File: src/rtl/mem_arbiter_pkg.sv
// Shared constants for the unified-memory arbiter: data/address widths,
// FSM state encodings and the fetch/data grant selection.
package mem_arbiter_pkg;

    localparam int WORD_SIZE  = 32;
    localparam int ADDR_WIDTH = 32;

    localparam logic [1:0] ARB_IDLE    = 2'd0;
    localparam logic [1:0] ARB_BUSY_IF = 2'd1;
    localparam logic [1:0] ARB_BUSY_DM = 2'd2;
    localparam logic [1:0] ARB_DRAIN   = 2'd3;

    typedef enum logic [1:0] {
        GNT_NONE = 2'd0,
        GNT_IF   = 2'd1,
        GNT_DM   = 2'd2
    } arb_grant_e;

    // When both sides are pending, the one that did not win last time gets the slot.
    function automatic arb_grant_e arb_pick(input logic dm_pend,
                                            input logic if_pend,
                                            input logic last_dm);
        arb_grant_e g;
        g = GNT_NONE;
        if (dm_pend && (!if_pend || !last_dm)) begin
            g = GNT_DM;
        end else if (if_pend) begin
            g = GNT_IF;
        end
        return g;
    endfunction

endpackage

File: src/rtl/mem_arbiter_if.sv
// Bundle of fetch, data-stage and memory-side signals around the arbiter.
// The arbiter uses the slave view; the surrounding pipeline/memory use master.
interface mem_arbiter_if #(
    parameter int WORD_SIZE  = mem_arbiter_pkg::WORD_SIZE,
    parameter int ADDR_WIDTH = mem_arbiter_pkg::ADDR_WIDTH
);

    logic                  if_req;
    logic [ADDR_WIDTH-1:0] if_addr;
    logic                  if_cancel;
    logic [WORD_SIZE-1:0]  if_rdata;
    logic                  if_ready;

    logic                  dm_req;
    logic                  dm_we;
    logic [ADDR_WIDTH-1:0] dm_addr;
    logic [WORD_SIZE-1:0]  dm_wdata;
    logic [WORD_SIZE-1:0]  dm_rdata;
    logic                  dm_ready;

    logic                  stall_if;
    logic                  stall_dm;

    logic                  mem_req;
    logic                  mem_we;
    logic [ADDR_WIDTH-1:0] mem_addr;
    logic [WORD_SIZE-1:0]  mem_wdata;
    logic                  mem_ack;
    logic [WORD_SIZE-1:0]  mem_rdata;

    modport slave (
        input  if_req, if_addr, if_cancel,
        input  dm_req, dm_we, dm_addr, dm_wdata,
        input  mem_ack, mem_rdata,
        output if_rdata, if_ready,
        output dm_rdata, dm_ready,
        output stall_if, stall_dm,
        output mem_req, mem_we, mem_addr, mem_wdata
    );

    modport master (
        output if_req, if_addr, if_cancel,
        output dm_req, dm_we, dm_addr, dm_wdata,
        output mem_ack, mem_rdata,
        input  if_rdata, if_ready,
        input  dm_rdata, dm_ready,
        input  stall_if, stall_dm,
        input  mem_req, mem_we, mem_addr, mem_wdata
    );

endinterface

File: src/rtl/mem_arbiter.sv
// Serialises instruction-fetch and load/store requests onto one single-ported,
// variable-latency memory with at most one transaction outstanding.
module mem_arbiter #(
    parameter int WORD_SIZE  = mem_arbiter_pkg::WORD_SIZE,
    parameter int ADDR_WIDTH = mem_arbiter_pkg::ADDR_WIDTH
) (
    input logic          clk,
    input logic          rst,
    mem_arbiter_if.slave bus
);
    import mem_arbiter_pkg::*;

    logic [1:0]            state_q, state_d;
    logic                  last_dm_q, last_dm_d;
    logic                  mem_req_q, mem_req_d;
    logic                  mem_we_q, mem_we_d;
    logic [ADDR_WIDTH-1:0] mem_addr_q, mem_addr_d;
    logic [WORD_SIZE-1:0]  mem_wdata_q, mem_wdata_d;

    arb_grant_e            grant;
    logic                  if_done;
    logic                  dm_done;

    // A redirect in the same cycle blocks a fresh fetch grant.
    assign grant = arb_pick(bus.dm_req, bus.if_req & ~bus.if_cancel, last_dm_q);

    // Gated by reset so an abandoned transaction never reports completion.
    assign if_done = rst & (state_q == ARB_BUSY_IF) & bus.mem_ack & ~bus.if_cancel;
    assign dm_done = rst & (state_q == ARB_BUSY_DM) & bus.mem_ack;

    assign bus.if_ready  = if_done;
    assign bus.dm_ready  = dm_done;
    assign bus.if_rdata  = if_done ? bus.mem_rdata : '0;
    assign bus.dm_rdata  = dm_done ? bus.mem_rdata : '0;

    assign bus.stall_if  = bus.if_req & ~if_done & ~bus.if_cancel;
    assign bus.stall_dm  = bus.dm_req & ~dm_done;

    assign bus.mem_req   = mem_req_q;
    assign bus.mem_we    = mem_we_q;
    assign bus.mem_addr  = mem_addr_q;
    assign bus.mem_wdata = mem_wdata_q;

    always_comb begin
        state_d     = state_q;
        last_dm_d   = last_dm_q;
        mem_req_d   = mem_req_q;
        mem_we_d    = mem_we_q;
        mem_addr_d  = mem_addr_q;
        mem_wdata_d = mem_wdata_q;

        case (state_q)
            ARB_IDLE: begin
                case (grant)
                    GNT_DM: begin
                        state_d     = ARB_BUSY_DM;
                        last_dm_d   = 1'b1;
                        mem_req_d   = 1'b1;
                        mem_we_d    = bus.dm_we;
                        mem_addr_d  = bus.dm_addr;
                        mem_wdata_d = bus.dm_wdata;
                    end
                    GNT_IF: begin
                        state_d     = ARB_BUSY_IF;
                        last_dm_d   = 1'b0;
                        mem_req_d   = 1'b1;
                        mem_we_d    = 1'b0;
                        mem_addr_d  = bus.if_addr;
                        mem_wdata_d = '0;
                    end
                    default: begin
                        state_d = ARB_IDLE;
                    end
                endcase
            end

            ARB_BUSY_IF: begin
                // An ack wins over a redirect; the redirect only hides the ready.
                if (bus.mem_ack) begin
                    state_d   = ARB_IDLE;
                    mem_req_d = 1'b0;
                end else if (bus.if_cancel) begin
                    state_d   = ARB_DRAIN;
                end
            end

            ARB_BUSY_DM: begin
                if (bus.mem_ack) begin
                    state_d   = ARB_IDLE;
                    mem_req_d = 1'b0;
                end
            end

            ARB_DRAIN: begin
                if (bus.mem_ack) begin
                    state_d   = ARB_IDLE;
                    mem_req_d = 1'b0;
                end
            end

            default: begin
                state_d   = ARB_IDLE;
                mem_req_d = 1'b0;
            end
        endcase
    end

    always_ff @(posedge clk) begin
        if (!rst) begin
            state_q     <= ARB_IDLE;
            last_dm_q   <= 1'b0;
            mem_req_q   <= 1'b0;
            mem_we_q    <= 1'b0;
            mem_addr_q  <= '0;
            mem_wdata_q <= '0;
        end else begin
            state_q     <= state_d;
            last_dm_q   <= last_dm_d;
            mem_req_q   <= mem_req_d;
            mem_we_q    <= mem_we_d;
            mem_addr_q  <= mem_addr_d;
            mem_wdata_q <= mem_wdata_d;
        end
    end

endmodule

File: src/flat_wrapper.sv
// flat-port wrapper written by rule: the top's interface ports become plain ports
module mem_arbiter_flat import mem_arbiter_pkg::*;
#(
    parameter int WORD_SIZE  = mem_arbiter_pkg::WORD_SIZE,
    parameter int ADDR_WIDTH = mem_arbiter_pkg::ADDR_WIDTH
)
  (clk, rst, bus_if_req, bus_if_addr, bus_if_cancel, bus_dm_req, bus_dm_we, bus_dm_addr, bus_dm_wdata, bus_mem_ack, bus_mem_rdata, bus_if_rdata, bus_if_ready, bus_dm_rdata, bus_dm_ready, bus_stall_if, bus_stall_dm, bus_mem_req, bus_mem_we, bus_mem_addr, bus_mem_wdata);
  mem_arbiter_if #(.WORD_SIZE(WORD_SIZE), .ADDR_WIDTH(ADDR_WIDTH)) bus_i ();
  input logic clk;
  input logic rst;
  input wire logic [$bits(bus_i.if_req)-1:0] bus_if_req;
  input wire logic [$bits(bus_i.if_addr)-1:0] bus_if_addr;
  input wire logic [$bits(bus_i.if_cancel)-1:0] bus_if_cancel;
  input wire logic [$bits(bus_i.dm_req)-1:0] bus_dm_req;
  input wire logic [$bits(bus_i.dm_we)-1:0] bus_dm_we;
  input wire logic [$bits(bus_i.dm_addr)-1:0] bus_dm_addr;
  input wire logic [$bits(bus_i.dm_wdata)-1:0] bus_dm_wdata;
  input wire logic [$bits(bus_i.mem_ack)-1:0] bus_mem_ack;
  input wire logic [$bits(bus_i.mem_rdata)-1:0] bus_mem_rdata;
  output wire logic [$bits(bus_i.if_rdata)-1:0] bus_if_rdata;
  output wire logic [$bits(bus_i.if_ready)-1:0] bus_if_ready;
  output wire logic [$bits(bus_i.dm_rdata)-1:0] bus_dm_rdata;
  output wire logic [$bits(bus_i.dm_ready)-1:0] bus_dm_ready;
  output wire logic [$bits(bus_i.stall_if)-1:0] bus_stall_if;
  output wire logic [$bits(bus_i.stall_dm)-1:0] bus_stall_dm;
  output wire logic [$bits(bus_i.mem_req)-1:0] bus_mem_req;
  output wire logic [$bits(bus_i.mem_we)-1:0] bus_mem_we;
  output wire logic [$bits(bus_i.mem_addr)-1:0] bus_mem_addr;
  output wire logic [$bits(bus_i.mem_wdata)-1:0] bus_mem_wdata;
  assign bus_i.if_req = bus_if_req;
  assign bus_i.if_addr = bus_if_addr;
  assign bus_i.if_cancel = bus_if_cancel;
  assign bus_i.dm_req = bus_dm_req;
  assign bus_i.dm_we = bus_dm_we;
  assign bus_i.dm_addr = bus_dm_addr;
  assign bus_i.dm_wdata = bus_dm_wdata;
  assign bus_i.mem_ack = bus_mem_ack;
  assign bus_i.mem_rdata = bus_mem_rdata;
  assign bus_if_rdata = bus_i.if_rdata;
  assign bus_if_ready = bus_i.if_ready;
  assign bus_dm_rdata = bus_i.dm_rdata;
  assign bus_dm_ready = bus_i.dm_ready;
  assign bus_stall_if = bus_i.stall_if;
  assign bus_stall_dm = bus_i.stall_dm;
  assign bus_mem_req = bus_i.mem_req;
  assign bus_mem_we = bus_i.mem_we;
  assign bus_mem_addr = bus_i.mem_addr;
  assign bus_mem_wdata = bus_i.mem_wdata;
  mem_arbiter #(.WORD_SIZE(WORD_SIZE), .ADDR_WIDTH(ADDR_WIDTH)) u_core (.clk(clk), .rst(rst), .bus(bus_i));
endmodule
File: config.mk
export PLATFORM = sky130hd
export DESIGN_NAME = mem_arbiter_flat
export DESIGN_NICKNAME = d
export VERILOG_FILES = /design/src/rtl/mem_arbiter_pkg.sv /design/src/rtl/mem_arbiter_if.sv /design/src/rtl/mem_arbiter.sv /design/src/flat_wrapper.sv
export SDC_FILE = /design/constraint.sdc
export NUM_CORES = 1
export LEC_CHECK = 0
export BUFFER_PORTS_ARGS = -buffer_cell sky130_fd_sc_hd__buf_2
export CORE_UTILIZATION = 30
export DETAILED_ROUTE_END_ITERATION = 10
export HOLD_SLACK_MARGIN = 0.03
export PLACE_DENSITY = 0.67
export SLEW_MARGIN = 10
export SYNTH_ARGS = -nofsm -noshare
export SYNTH_HDL_FRONTEND = slang
export SYNTH_SLANG_ARGS = --single-unit
File: constraint.sdc
create_clock -name clk -period 2.8 [get_ports clk]
set_input_delay 0.14 -clock clk [delete_from_list [all_inputs] [get_ports clk]]
set_output_delay 0.14 -clock clk [all_outputs]
set_load 0.02 [all_outputs]
After elaboration in Yosys (flattened, before gate mapping)
Cells that the tools add are included.

operators by class
  equality and inequality tests = 9
  muxes and demuxes = 16
  reductions and logical operators = 12
  bitwise logic cells = 12

operators by type and width
  kind                                                              number
  32-bit one-hot mux with 2 select lines                            2
  32-bit two-way mux                                                2
  1-bit bitwise AND                                                 9
  2-bit two-way mux                                                 4
  2-bit == test (second input constant)                             3
  1-bit one-hot mux with 2 select lines                             3
  2-bit one-hot mux with 3 select lines                             1
  2-bit AND reduction                                               3
  2-bit by 1-bit == test with 1-bit output (second input constant)  2
  2-bit by 1-bit != test with 1-bit output (second input constant)  2
  2-bit one-hot mux with 2 select lines                             1
  2-bit OR reduction                                                2
  1-bit two-way mux                                                 3
  3-bit != test (second input constant)                             1
  1-bit inverter                                                    3
  3-bit OR reduction                                                1
  1-bit zero test                                                   2
  2-bit zero test                                                   1
  2-bit != test (second input constant)                             1
  2-bit nonzero test                                                1
  1-bit logical AND                                                 1
  1-bit logical OR                                                  1

storage, ports and cells
  register bits = 69
  word-level logic and storage cells = 55
  output and inout port bits = 134

Longest topological paths before layout
  depth after elaboration = 10
  mapped depth = 7

Worst setup path after synthesis
No wires, ideal clock.

  path kind = register -> output
  start point = reg u_core.state_q[0]
  end point = out bus_if_rdata[10]
  stages on the path, launching flop included = 5
  path slack = 1.106 ns
  arrival time = 1.554 ns
  path through = dfxtp_1 -> inv_1 -> nor4_2 -> clkbuf_1 -> and2_1

between the ends
  cells in the longest elaborated chain, start to end = 5

ends and longest elaborated chain
  what                                      line                text
  start: declaration                        mem_arbiter.sv:13   logic [1:0] state_q, state_d;
  start signal: assignment                  mem_arbiter.sv:117  state_q <= state_d;
  2-bit by 1-bit == test with 1-bit output  mem_arbiter.sv:28   assign if_done = rst & (state_q == ARB_BUSY_IF) & bus.mem_ack & ~bus.if_cancel;
  1-bit bitwise AND (3 in a row)            mem_arbiter.sv:28
  net bus_if_ready                          flat_wrapper.sv:21  output wire logic [$bits(bus_i.if_ready)-1:0] bus_if_ready;
  32-bit two-way mux                        mem_arbiter.sv:33   assign bus.if_rdata = if_done ? bus.mem_rdata : '0;
  end: declaration                          flat_wrapper.sv:20  output wire logic [$bits(bus_i.if_rdata)-1:0] bus_if_rdata;

The timed path passes the listed nets, and every way through them passes these cells.

Final worst setup path
  start point = reg u_core.state_q[0]
  end point = out bus_if_rdata[4]

between the ends
  cells in the longest elaborated chain, start to end = 5

ends and longest elaborated chain
  what                                      line
  2-bit by 1-bit == test with 1-bit output  mem_arbiter.sv:28
  1-bit bitwise AND (3 in a row)            mem_arbiter.sv:28
  32-bit two-way mux                        mem_arbiter.sv:33

No other way between the ends.

==> flow_metrics.tcl <==
set metrics [dict create \
    status "completed" \
    grt_remaining_overflow 0 \
    vias 3649 \
    finalCriticalPeriod_ns 2.00 \
    min_period_over_period 0.713 \
    synthXorXnorAreaFrac 0 \
    hold_viol 0 \
    clock-sinks 69 \
    place_hpwl_um 7400 \
    grtUsageTotal 0.181 \
    synth-compound-area-share 0.224 \
    drt_iter0_markers 230 \
    switching_share 0.299 \
    r2r_start "u_core.state_q[1]$_SDFFE_PN0P_" \
    fmax_mhz 501 \
    die_w_um 104 \
    regToRegEndpoint "u_core.bus.mem_addr[12]$_SDFFE_PN0P_" \
    ys_ff_latch 69 \
    fin_cells 781 \
    worst-endpoint-arrival_ns 1.86 \
    path_class "reg -> out" \
    synth.avg_cell_area_sq_um 8.20 \
    fp.dieH_um 104 \
    max_stage_delay_ns 0.47 \
    pwr-share-clk 0.348 \
    ys_seq_area_frac 0.438 \
    worstSetupEndpointType "primary output" \
    route.detailed.drc 0 \
    dp.cells 763 \
    syn_nets 519 \
    cp.buffers_inverters 3 \
    reg2reg_depth 5 \
    clock-root-buffer "clkbuf_8" \
    start_util 0.308 \
    setup_ws_ns 0.804 \
    cts_tree "built" \
    max-vdd-ir-drop_uv 224 \
    skew_ns 0.00883 \
    syn_inst 384 \
    grt_pass1_vias 3323 \
    antenna_found_initial 0 \
    num_rows 37 \
    ant_nets 0 \
    synth_fa_ha_area_frac 0 \
    place_congestion 0.748 \
    synth_top_family_by_area "simple AND/OR/NAND/NOR gates" \
    finalSetupTns_ns 0 \
    synth_top_area_frac 0.438 \
    grt_pass1_wl_um 16000 \
    coreArea_sq_mm 0.0102 \
    grt_max_degree 70 \
    p_comb_frac 0.223 \
    crit_chain "inv_1 > nor4_4 > buf_4 > and2_1 > buf_2" \
    path_delay_family "buffers and inverters" \
    rsz0062_at_grt "false" \
    pre_cts_slack_ns 0.981 \
    finalPower_mw 2.61 \
    maxSlewViolCount 0 \
    final-setup-viol-count 0 \
    min_delay_path_depth 3 \
    wl_per_cell_um 12.9 \
    synth.area.top_cells "dfxtp_1, and2_1, a22oi_1" \
    power.leakage_nw 2.56 \
    whs_endpoint "u_core.bus.mem_addr[9]$_SDFFE_PN0P_" \
    synth_mux_area_frac 0 \
    via_per_inst 4.67 \
    required_ns 2.66 \
    powerDensity_mw_per_mm2 540 \
    slowest_stage "dfxtp_1" \
    nNetsFinal 775 \
    port_buffers 268 \
    clk_pin_slew_ns 0.08 \
    dr.pass1.iters 5 \
    cts_buffers 9 \
    tightest_slew_ns 0.553 \
    p_seq_frac 0.428 \
    nFillCells 1005 \
    path_depth 5 \
    ios 269 \
    relSlewSlack 0.631 \
    yosysTopAreaCell "dfxtp_1" \
    clk_latency_ns 0.34 \
    antenna_cells 0 \
    synthSimpleGateAreaFrac 0.287 \
    r2r_setup_slack_ns 1.12 \
    drive_gt1_frac 0.460 \
    htree_levels 3 \
    syn-cell-area_sq_mm 0.00315 \
    wl_um 10100 \
    maxCapViolCount 0 \
    clockBufferDepth 2 \
    p_int_mw 1.83 \
    startpoint_type "flip-flop" \
    die_area_sq_mm 0.0109 \
    utilization 0.473 \
    path_max_fanout 33 \
    post_cts_buffers 0 \
    area_growth_pct 53.6 \
    yosysUniqueCellTypes 20 \
    hold_path.startpoint "bus_if_addr[9]" \
    hold_path.class "in -> reg" \
    power.switching_mw 0.782 \
    yosysWarnings 0 \
]
## routing by layer
layer,share of wire,global-route usage
met1,0.45,0.236
met2,0.46,0.286
met3,0.076,0.0533
met4,0.012,0.0520
met5,0,0
## registers in the layout (all words and copies together), names as in the netlist
| name | count |
|---|---|
| u_core.bus.mem_addr | 32 |
| u_core.bus.mem_req | 1 |
| u_core.bus.mem_we | 1 |
| u_core.bus.mem_wdata | 32 |
| u_core.last_dm_q | 1 |
| u_core.state_q | 2 |
## layout make-up
cell class / instances / area (sq um) / area share
flip-flops and latches: 69 / 1380 / 0.285
multi-input cells: 280 / 1630 / 0.338
clock buffers: 11 / 141 / 0.0292
repair buffers: 278 / 1420 / 0.294
clock inverters: 5 / 82.6 / 0.0171
inverters: 2 / 7.51 / 0.00155
well taps: 136 / 170 / 0.0352
## cell usage in the layout (no fill, tap or decap)
| cell | count |
|---|---|
| buf_2 | 268 |
| dfxtp_1 | 69 |
| nand2_1 | 65 |
| and2_1 | 64 |
| nor2b_1 | 36 |
| o21ai_0 | 33 |
| a22oi_1 | 33 |
| a31oi_1 | 32 |
| clkbuf_8 | 10 |
| buf_4 | 8 |
| nor2_1 | 4 |
| a21oi_1 | 3 |
| inv_1 | 2 |
| o21ai_2 | 2 |
| o21a_1 | 2 |
| bufinv_16 | 2 |
| dlygate4sd3_1 | 2 |
| nor4_4 | 1 |
| nor3b_2 | 1 |
| o31a_1 | 1 |
| o21a_2 | 1 |
| a2111oi_4 | 1 |
| o211a_1 | 1 |
| inv_6 | 1 |
| clkinv_4 | 1 |
| clkinv_2 | 1 |
| clkbuf_1 | 1 |
## worst max path at each step
stage                                         from                                   end
floorplan           u_core.state_q[0]$_SDFFE_PN0P_                      bus_if_rdata[10]
global placement                     bus_if_cancel  u_core.bus.mem_addr[28]$_SDFFE_PN0P_
detailed placement                   bus_if_cancel  u_core.bus.mem_addr[23]$_SDFFE_PN0P_
CTS                 u_core.state_q[0]$_SDFFE_PN0P_                      bus_if_rdata[23]
global route        u_core.state_q[0]$_SDFFE_PN0P_                       bus_if_rdata[6]
finish              u_core.state_q[0]$_SDFFE_PN0P_                       bus_if_rdata[4]
## power groups by stage
| stage | Combinational [mW] | Sequential [mW] | Clock (mW) |
|---|---|---|---|
| 2_1_floorplan | 0.241 | 1.24 | 0 |
| 3_3_place_gp | 0.573 | 1.14 | 0 |
| 3_5_place_dp | 0.586 | 1.14 | 0 |
| 4_1_cts | 0.589 | 1.12 | 0.942 |
| 5_1_grt | 0.639 | 1.13 | 0.983 |
| 6_report | 0.584 | 1.12 | 0.910 |
## cell families after synthesis
group,after synthesis
buffers and inverters,35
AND/OR/NAND/NOR,171
AO/OA/AOI/OAI,109
flip-flops,69
## through the flow
step	area, sq um	hold WS [ns]
5_1_grt	4840	0.0357
4_1_cts	4840	0.0314
3_5_place_dp	4590	0.405
2_1_floorplan	3150	0.292
3_3_place_gp	4590	0.400
6_report	4840	0.0520
## worst min-delay path: stages
cell     delay [ns]
buf_2          0.10
nand2_1        0.04
a31oi_1        0.07
## synthesized netlist by cell type
| master | n |
|---|---|
| and2_1 | 64 |
| buf_2 | 3 |
| a21oi_1 | 3 |
| a31oi_1 | 32 |
| clkbuf_1 | 27 |
| nor2_1 | 4 |
| nor2b_1 | 36 |
| dfxtp_1 | 69 |
| nor4_2 | 1 |
| a22oi_1 | 33 |
| o21ai_0 | 33 |
| buf_6 | 3 |
| nand2_1 | 65 |
| nor3b_1 | 1 |
| o21ai_1 | 2 |
| o21a_1 | 3 |
| a2111oi_4 | 1 |
| inv_1 | 2 |
| o31a_1 | 1 |
| o211a_1 | 1 |
## timing repair
item / 4_1_cts / 5_1_grt
resized for setup: 0 / 0
hold endpoints to repair: 2 / 0
hold buffers: 2 / 0
Power figures use the tool's default switching activity.
